File: config.mk
export PLATFORM = sky130hd
export DESIGN_NAME = stack_arb
export DESIGN_NICKNAME = d
export VERILOG_FILES = /design/src/rtl/stack_pkg.sv /design/src/rtl/rr_arb2.sv /design/src/rtl/stack_arb.sv
export SDC_FILE = /design/constraint.sdc
export NUM_CORES = 1
export LEC_CHECK = 0
export ABC_AREA = 1
export CAP_MARGIN = 20
export CORE_UTILIZATION = 40
export CTS_BUF_LIST = sky130_fd_sc_hd__clkbuf_8
export DETAILED_ROUTE_END_ITERATION = 8
export GPL_ROUTABILITY_DRIVEN = 1
export PLACE_DENSITY_LB_ADDON = 0.12
export SLEW_MARGIN = 20
export SYNTH_ARGS = -nofsm -noshare
export SYNTH_HDL_FRONTEND = slang
export SYNTH_HIERARCHICAL = 1
export SYNTH_SLANG_ARGS = --single-unit
File: constraint.sdc
create_clock -name CLK -period 3.3 [get_ports CLK]
set_input_delay 0.66 -clock CLK [delete_from_list [all_inputs] [get_ports CLK]]
set_output_delay 0.66 -clock CLK [all_outputs]
set_load 0.02 [all_outputs]
File: src/rtl/stack_pkg.sv
// Shared definitions for the stack arbiter: FSM state encoding, operation
// type and the default data width.
package stack_pkg;

   localparam int unsigned DATA_W_DEFAULT = 2;

   typedef enum logic [1:0] {
      IDLE,
      OP,
      SETTLE
   } state_e;

   typedef enum logic {
      PUSH,
      POP
   } op_e;

endpackage

File: src/rtl/rr_arb2.sv
// Two-input round-robin picker with lock override.
//   elig_i       : per-requester eligibility
//   ptr_i        : preferred requester
//   lock_vld_i   : last owner exists and holds its lock request
//   lock_owner_i : index of the last owner
//   winner_o     : selected requester (valid when gnt_vld_o)
//   gnt_vld_o    : at least one requester is eligible
//   locked_o     : selection came from the lock (pointer must not move)
module rr_arb2 (
   input  logic [1:0] elig_i,
   input  logic       ptr_i,
   input  logic       lock_vld_i,
   input  logic       lock_owner_i,
   output logic       winner_o,
   output logic       gnt_vld_o,
   output logic       locked_o
);

   always_comb begin
      gnt_vld_o = |elig_i;
      // An ineligible lock owner forfeits the lock for this cycle only.
      locked_o  = lock_vld_i && elig_i[lock_owner_i];
      if (locked_o) begin
         winner_o = lock_owner_i;
      end else if (elig_i[ptr_i]) begin
         winner_o = ptr_i;
      end else begin
         winner_o = ~ptr_i;
      end
   end

endmodule

File: src/rtl/stack_arb.sv
// Arbitrates two requesters onto a single stack port. One operation is
// issued per IDLE->OP->SETTLE round; SETTLE lets the stack flags catch up
// before the next arbitration.
//   CLK, RST      : clock, synchronous active-high reset
//   REQ_PUSH/POP  : per-requester level requests, held until GNT
//   REQ_DATA      : per-requester push data (slice i = requester i)
//   REQ_LOCK      : owner keeps the stack across consecutive operations
//   GNT           : one-cycle pulse in OP for the winner
//   RSP_VALID     : one-cycle pulse in SETTLE for a pop result
//   RSP_DATA      : pop result, held between responses
//   STK_PUSH/POP  : one-cycle stack strobes in OP
//   STK_DATA_IN   : captured data during OP, 0 otherwise
//   STK_DATA_OUT  : top of stack, STK_FULL/STK_EMPTY : stack flags
module stack_arb
   import stack_pkg::*;
#(
   parameter int unsigned DATA_W = DATA_W_DEFAULT,
   parameter int unsigned N_REQ  = 2
) (
   input  logic                    CLK,
   input  logic                    RST,
   input  logic [N_REQ-1:0]        REQ_PUSH,
   input  logic [N_REQ-1:0]        REQ_POP,
   input  logic [N_REQ*DATA_W-1:0] REQ_DATA,
   input  logic [N_REQ-1:0]        REQ_LOCK,
   output logic [N_REQ-1:0]        GNT,
   output logic [N_REQ-1:0]        RSP_VALID,
   output logic [DATA_W-1:0]       RSP_DATA,
   output logic                    STK_PUSH,
   output logic                    STK_POP,
   output logic [DATA_W-1:0]       STK_DATA_IN,
   input  logic [DATA_W-1:0]       STK_DATA_OUT,
   input  logic                    STK_FULL,
   input  logic                    STK_EMPTY
);

   state_e              state_q, state_d;
   op_e                 op_q, op_d;
   logic                ptr_q, ptr_d;
   logic                owner_q, owner_d;
   logic                owner_vld_q, owner_vld_d;
   logic                winner_q, winner_d;
   logic [N_REQ-1:0]    gnt_q, gnt_d;
   logic [N_REQ-1:0]    rsp_valid_q, rsp_valid_d;
   logic [DATA_W-1:0]   rsp_data_q, rsp_data_d;
   logic                stk_push_q, stk_push_d;
   logic                stk_pop_q, stk_pop_d;
   logic [DATA_W-1:0]   stk_din_q, stk_din_d;

   logic [1:0]          elig;
   logic                arb_win;
   logic                arb_vld;
   logic                arb_locked;
   logic [DATA_W-1:0]   data_sel;

   always_comb begin
      elig[0] = (REQ_PUSH[0] && !STK_FULL) || (REQ_POP[0] && !STK_EMPTY);
      elig[1] = (REQ_PUSH[1] && !STK_FULL) || (REQ_POP[1] && !STK_EMPTY);
   end

   assign data_sel = arb_win ? REQ_DATA[2*DATA_W-1:DATA_W] : REQ_DATA[DATA_W-1:0];

   rr_arb2 u_arb (
      .elig_i       (elig),
      .ptr_i        (ptr_q),
      .lock_vld_i   (owner_vld_q && REQ_LOCK[owner_q]),
      .lock_owner_i (owner_q),
      .winner_o     (arb_win),
      .gnt_vld_o    (arb_vld),
      .locked_o     (arb_locked)
   );

   always_comb begin
      state_d     = state_q;
      op_d        = op_q;
      ptr_d       = ptr_q;
      owner_d     = owner_q;
      owner_vld_d = owner_vld_q;
      winner_d    = winner_q;
      gnt_d       = '0;
      rsp_valid_d = '0;
      rsp_data_d  = rsp_data_q;
      stk_push_d  = 1'b0;
      stk_pop_d   = 1'b0;
      stk_din_d   = '0;

      case (state_q)
         IDLE: begin
            if (arb_vld) begin
               state_d     = OP;
               winner_d    = arb_win;
               owner_d     = arb_win;
               owner_vld_d = 1'b1;
               if (!arb_locked) begin
                  ptr_d = ~arb_win;
               end
               // Push wins over a simultaneous pop when both are serviceable.
               op_d            = (REQ_PUSH[arb_win] && !STK_FULL) ? PUSH : POP;
               gnt_d[arb_win]  = 1'b1;
               stk_push_d      = (op_d == PUSH);
               stk_pop_d       = (op_d == POP);
               stk_din_d       = data_sel;
            end
         end
         OP: begin
            state_d = SETTLE;
            if (op_q == POP) begin
               rsp_valid_d[winner_q] = 1'b1;
               rsp_data_d            = STK_DATA_OUT;
            end
         end
         SETTLE: begin
            state_d = IDLE;
         end
         default: begin
            state_d = IDLE;
         end
      endcase
   end

   always_ff @(posedge CLK) begin
      if (RST) begin
         state_q     <= IDLE;
         op_q        <= PUSH;
         ptr_q       <= 1'b0;
         owner_q     <= 1'b0;
         owner_vld_q <= 1'b0;
         winner_q    <= 1'b0;
         gnt_q       <= '0;
         rsp_valid_q <= '0;
         rsp_data_q  <= '0;
         stk_push_q  <= 1'b0;
         stk_pop_q   <= 1'b0;
         stk_din_q   <= '0;
      end else begin
         state_q     <= state_d;
         op_q        <= op_d;
         ptr_q       <= ptr_d;
         owner_q     <= owner_d;
         owner_vld_q <= owner_vld_d;
         winner_q    <= winner_d;
         gnt_q       <= gnt_d;
         rsp_valid_q <= rsp_valid_d;
         rsp_data_q  <= rsp_data_d;
         stk_push_q  <= stk_push_d;
         stk_pop_q   <= stk_pop_d;
         stk_din_q   <= stk_din_d;
      end
   end

   assign GNT         = gnt_q;
   assign RSP_VALID   = rsp_valid_q;
   assign RSP_DATA    = rsp_data_q;
   assign STK_PUSH    = stk_push_q;
   assign STK_POP     = stk_pop_q;
   assign STK_DATA_IN = stk_din_q;

endmodule

==> results of run 1 <==
## worst max-delay path: stages
cell             delay [ps]
clkdlybuf4s50_1         450
inv_1                    40
o22ai_1                 220
inv_1                    90
nand2_1                  80
nand3_2                  80
nand2_1                  60
nand2_1                 140
inv_2                   130
nand2_1                  60
nand3b_1                110
nand2_2                  70
inv_1                    60
## power groups by stage
stage / Sequential [µW] / Combinational, µW / Clock (µW)
floorplan: 237 / 52.8 / 0
global placement: 228 / 107 / 0
detailed placement: 229 / 108 / 0
global route: 227 / 121 / 186
finish: 224 / 109 / 173
CTS: 225 / 109 / 178
## metal layers
metal,up-vias,share of wire
met1,284,0.42
li1,321,-
met2,24,0.49
met3,2,0.074
met5,-,0
met4,0,0.015
## synth_stat cells (all sizes together)
cell type	number	share of area
nand2	21	0.13
o21ai	3	0.024
nor2	9	0.065
nand3b	1	0.012
a21oi	5	0.039
nand3	7	0.083
nor3	2	0.016
nand4	2	0.020
o22ai	2	0.020
inv	15	0.089
dfxtp	16	0.50
## flip-flops by register name, summed over array words and instances (netlist names)
register,cells
owner_vld_q,1
STK_DATA_IN,2
winner_q,1
STK_POP,1
state_q,2
RSP_VALID,2
STK_PUSH,1
ptr_q,1
RSP_DATA,2
op_q,1
GNT,2
## per-stage QoR
step / area [µm²] / util / total power [µW]
global placement: 905 / 0.608 / 335
CTS: 960 / 0.645 / 511
detailed placement: 905 / 0.608 / 337
finish: 960 / 0.645 / 506
global route: 960 / 0.645 / 535
floorplan: 634 / - / 290
## logic make-up (layout without fill, tap and decap cells)
family                 after synthesis  after routing  share of synthesized area
and+or+nand+nor                     42             42                      0.323
AOI/OAI and AO/OA                   10             10                     0.0828
buffers and inverters               15             44                     0.0888
DFF                                 16             16                      0.505
## layout make-up
class                           count  area (µm²)  share of cell area
Clock buffer                        4        55.1              0.0574
Inverter                           15        56.3              0.0587
Multi-Input combinational cell     52         258               0.269
Timing Repair Buffer               25         250               0.261
Tap cell                           16        20.0              0.0209
Sequential cell                    16         320               0.334
## how the worst min path moves through the flow
stage	depth (start not counted)	slack, ps	endpoint	from
after global routing	2	480	RSP_DATA[1]	RSP_DATA[1]
after CTS	2	460	owner_vld_q	owner_vld_q
after global placement	2	440	owner_vld_q	owner_vld_q
final	2	450	owner_vld_q	owner_vld_q
after floorplan	2	420	owner_vld_q	owner_vld_q
after detailed placement	2	440	owner_vld_q	owner_vld_q
==> run_results.csv, run 1 <==
group,metric,value,unit
status,status,"finished, violations left",
status,violations,"design-rule violations",
timing,hold_viol,0,
timing,max_freq,0.485,GHz
critical_path,crit_required,3490,ps
critical_path,worstSetupStartpointType,"input port",
grt,met3_usage,0.0652,
drt,post_drt_wl_per_cell,10.0,µm
critical_path,cp.arrival,2250,ps
cells_and_area,layout_common_cells,"clkdlybuf4s50_1 (25), nand2_1 (20), dfxtp_1 (16), inv_1 (12), nor2_1 (8)",
clock_network,clock-root-buffer,"clkbuf_8",
power,p_sw_frac,0.274,
timing,setup_violations,0,
min_path,hp-class,"reg2reg",
floorplan,initial_core_util,0.426,
drt,drt_iter0_drc,7,
clock_network,cts_tree,"yes",
power,powerDensity,527,nW/µm²
floorplan,rows,14,
floorplan,core,1490,µm²
floorplan,io_pins,26,
place,place_inst,124,
drt,dr.pass1.iters,8,
cells_and_area,fill_cells,139,
grt,grt_most_used_layer,"met2",
critical_path,ff2ff_setup_slack,1710,ps
cells_and_area,final_cells,128,
grt,grt_util_all_layers,0.169,
grt,grt_start_max_net_pins,10,
clock_network,cts_resized,0,
cells_and_area,final_nets,129,
clock_network,htree_levels,1,
synthesis,yosysWarnings,6,
timing,finalCriticalPeriod,2060,ps
timing,fin_setup_tns,0,ps
timing,finalMaxSlewViolations,0,
cells_and_area,mostFrequentLayoutCell,"clkdlybuf4s50_1",
synthesis,synth_area,634,µm²
timing,skew,4.10,ps
critical_path,critPathKind,"in2reg",
timing,rsz0062_at_grt,"false",
timing,hold-worst-slack,454,ps
grt,antenna_found_initial,0,
grt,grt_pass1_vias,548,
critical_path,path_max_fanout,6,
grt,grt_pass1_wl,2210,µm
timing,worst_slew_pin_slew,245,ps
synthesis,synth-seq-cells,16,
drt,drt-total-wl,1280,µm
synthesis,synth_nets,99,
synthesis,synth_cell_type_count,17,
timing,finalCritPeriodShare,0.625,
critical_path,cp-startpoint,"REQ_PUSH[1]",
clock_network,cts_buffers,3,
clock_network,cts_hold_buf,0,
grt,grt_overflow,0,
place,hpwl,967,µm
floorplan,die_area,1750,µm²
timing,fin_ws,1240,ps
floorplan,die_w,41.8,µm
timing,relSlewSlack,0.837,
critical_path,worst_setup_path_end_kind,"flip-flop",
drt,detail-route-antenna-nets,0,
power,switching_power,138,µW
synthesis,syn_inst,83,
place,portBuffers,25,
synthesis,yosysSeqAreaShare,0.505,
critical_path,cp-endpoint,"STK_POP",
clock_network,path_clk_slew,70,ps
clock_network,post_cts_buffers,0,
floorplan,die_h,41.8,µm
power,p_clk_frac,0.342,
drt,via_per_inst,4.93,
power,internal_power,367,µW
job,maxCapViolCount,0,
grt,met2_usage,0.275,
clock_network,cts.sinks,16,
grt,use_met1,0.187,
drt,vias,631,
power,p_comb_frac,0.215,
power,p_leak,0.000431,µW
synthesis,syn_avg_cell_area,7.64,µm²
critical_path,reg2reg_depth,9,
cells_and_area,diodes,0,
drt,drc_errors,1,
clock_network,clock_path_buffers,2,
cells_and_area,synthToLayoutAreaGrowth,51.3,%
place,pre_cts_ws,987,ps
power,pwr-share-seq,0.444,
power,peakVddDrop,0.401,mV
clock_network,clock_latency,250,ps
cells_and_area,layout-drive-gt1-share,0.0982,
place,place.gp.congestion,0.760,
critical_path,timing.rr.end,"STK_POP",
critical_path,reg2reg_from,"winner_q",
No activity file was read; power rests on OpenSTA's default activity.
==> run 2, diff against run 1 <==
- CORE_UTILIZATION: 40 -> 39
- clock period: 3.3 -> 1.7 ns (I/O delays scaled with it)
==> run 2 against run 1 <==
The run now ends clean. Sequential cell count is the same. Combinational power rose to 2.5 times the previous value. Core utilization rose by 6.5 points. Largest cell class is now non-clock buffers.
==> run_results.csv, run 2 (same netlist as run 1, synthesis figures left out) <==
group,metric,value,unit
status,status,"finished, final reports clean",
timing,skew,2.30,ps
clock_network,cts_tree,"yes",
clock_network,clock_path_buffers,2,
clock_network,clock_latency,240,ps
place,portBuffers,25,
cells_and_area,final_cells,138,
drt,vias,646,
timing,finalCritPeriodShare,0.945,
drt,drt-total-wl,1420,µm
floorplan,die_w,42.3,µm
cells_and_area,final_nets,139,
critical_path,critPathKind,"in2reg",
place,hpwl,1000,µm
timing,worst_slew_pin_slew,222,ps
clock_network,cts_buffers,3,
floorplan,initial_core_util,0.421,
clock_network,clock-root-buffer,"clkbuf_8",
grt,met2_usage,0.292,
critical_path,timing.rr.end,"winner_q",
timing,relSlewSlack,0.851,
clock_network,cts.sinks,16,
drt,drc_errors,0,
grt,grt_overflow,0,
cells_and_area,diodes,0,
place,place.gp.congestion,0.723,
timing,setup_violations,0,
drt,post_drt_wl_per_cell,10.3,µm
cells_and_area,regArea,322,µm²
grt,antenna_found_initial,0,
power,peakVddDrop,0.577,mV
cells_and_area,fill_cells,126,
timing,fin_ws,93.8,ps
critical_path,cp-endpoint,"winner_q",
critical_path,path_max_fanout,4,
place,pre_cts_ws,-246,ps
power,p_leak,0.000506,µW
grt,grt_start_max_net_pins,10,
floorplan,die_area,1790,µm²
drt,via_per_inst,4.68,
clock_network,htree_levels,1,
timing,fin_setup_tns,0,ps
grt,grt_util_all_layers,0.168,
drt,drt_iter0_drc,6,
timing,max_freq,0.623,GHz
critical_path,reg2reg_depth,8,
grt,grt_pass1_vias,596,
floorplan,die_h,42.3,µm
timing,hold_viol,0,
min_path,hp-class,"reg2reg",
timing,finalMaxSlewViolations,0,
cells_and_area,synthToLayoutAreaGrowth,68.4,%
cells_and_area,mostFrequentLayoutCell,"clkdlybuf4s50_1",
drt,dr.pass1.iters,3,
clock_network,cts_hold_buf,0,
critical_path,crit_required,1870,ps
grt,grt_pass1_wl,2280,µm
critical_path,worst_setup_path_end_kind,"flip-flop",
cells_and_area,layout_common_cells,"clkdlybuf4s50_1 (22), nand2_1 (18), dfxtp_1 (15), buf_4 (10)",
grt,use_met1,0.184,
cells_and_area,utilization,0.709,
floorplan,io_pins,26,
grt,met3_usage,0.0388,
grt,grt_most_used_layer,"met2",
critical_path,cp.arrival,1770,ps
timing,finalCriticalPeriod,1610,ps
cells_and_area,multi_input_area,283,µm²
cells_and_area,layout-drive-gt1-share,0.246,
place,place_area,957,µm²
cells_and_area,final_area,1070,µm²
floorplan,rows,14,
clock_network,path_clk_slew,60,ps
critical_path,reg2reg_from,"winner_q",
critical_path,cp-startpoint,"STK_EMPTY",
job,maxCapViolCount,0,
floorplan,core,1510,µm²
drt,detail-route-antenna-nets,0,
place,place_inst,131,
power,powerDensity,968,nW/µm²
critical_path,ff2ff_setup_slack,260,ps
critical_path,worstSetupStartpointType,"input port",
==> run 2: changes by cell type in the layout (fill, tap and decap cells not counted), sizes merged <==
| cell | previous run | this run |
|---|---|---|
| dlymetal6s2s | 0 | 3 |
| clkdlybuf4s50 | 25 | 22 |
| buf | 0 | 10 |
==> run 2: area by class of cell <==
| type | count | area share |
|---|---|---|
| Timing Repair Buffer | 35 | 0.311 |
| Sequential cell | 16 | 0.301 |
| Multi-Input combinational cell | 52 | 0.265 |
| Inverter | 15 | 0.0527 |
| Clock buffer | 4 | 0.0515 |
| Tap cell | 16 | 0.0187 |
==> run 2: how the worst min path moves through the flow <==
stage,from,end,slack [ps],cells after the start
2_1_floorplan,RST,RSP_DATA[0],410,1
3_3_place_gp,owner_vld_q,owner_vld_q,440,2
3_5_place_dp,owner_vld_q,owner_vld_q,450,2
4_1_cts,owner_vld_q,owner_vld_q,460,2
5_1_grt,owner_vld_q,owner_vld_q,480,2
6_report,RSP_DATA[0],RSP_DATA[0],460,2
==> run 2: power breakdown <==
group          total, µW  switching, µW  leakage (µW)  internal, µW
logic                273            130      0.000346           143
clock network        322            117     0.0000288           205
registers            440           27.7      0.000132           412
==> run 2: timing repair <==
item	in CTS	in global routing
resized for setup	1	12
cloned	0	0
setup buffers	0	3
endpoints found under the setup margin	1	5
pin swaps	0	6
==> run 2: metal layers <==
layer | share of wire | routed length, µm | vias to the layer above
met5 | 0 | 0 | -
met4 | 0.020 | 29 | 0
met3 | 0.047 | 66 | 4
met2 | 0.50 | 708 | 19
met1 | 0.43 | 613 | 280
li1 | - | - | 343
==> run 2: critical path: stages <==
cell	delay, ps
clkdlybuf4s50_1	550
o22ai_2	90
inv_1	90
nand2_1	70
nand3_2	60
nand2_1	60
nand2_2	100
inv_2	60
buf_4	120
buf_4	120
o21ai_1	120
==> run 2: metrics by stage <==
stage	power, µW	hold slack [ps]
3_5_place_dp	686	446
5_1_grt	1090	480
2_1_floorplan	562	409
3_3_place_gp	681	437
4_1_cts	1010	457
6_report	1030	457
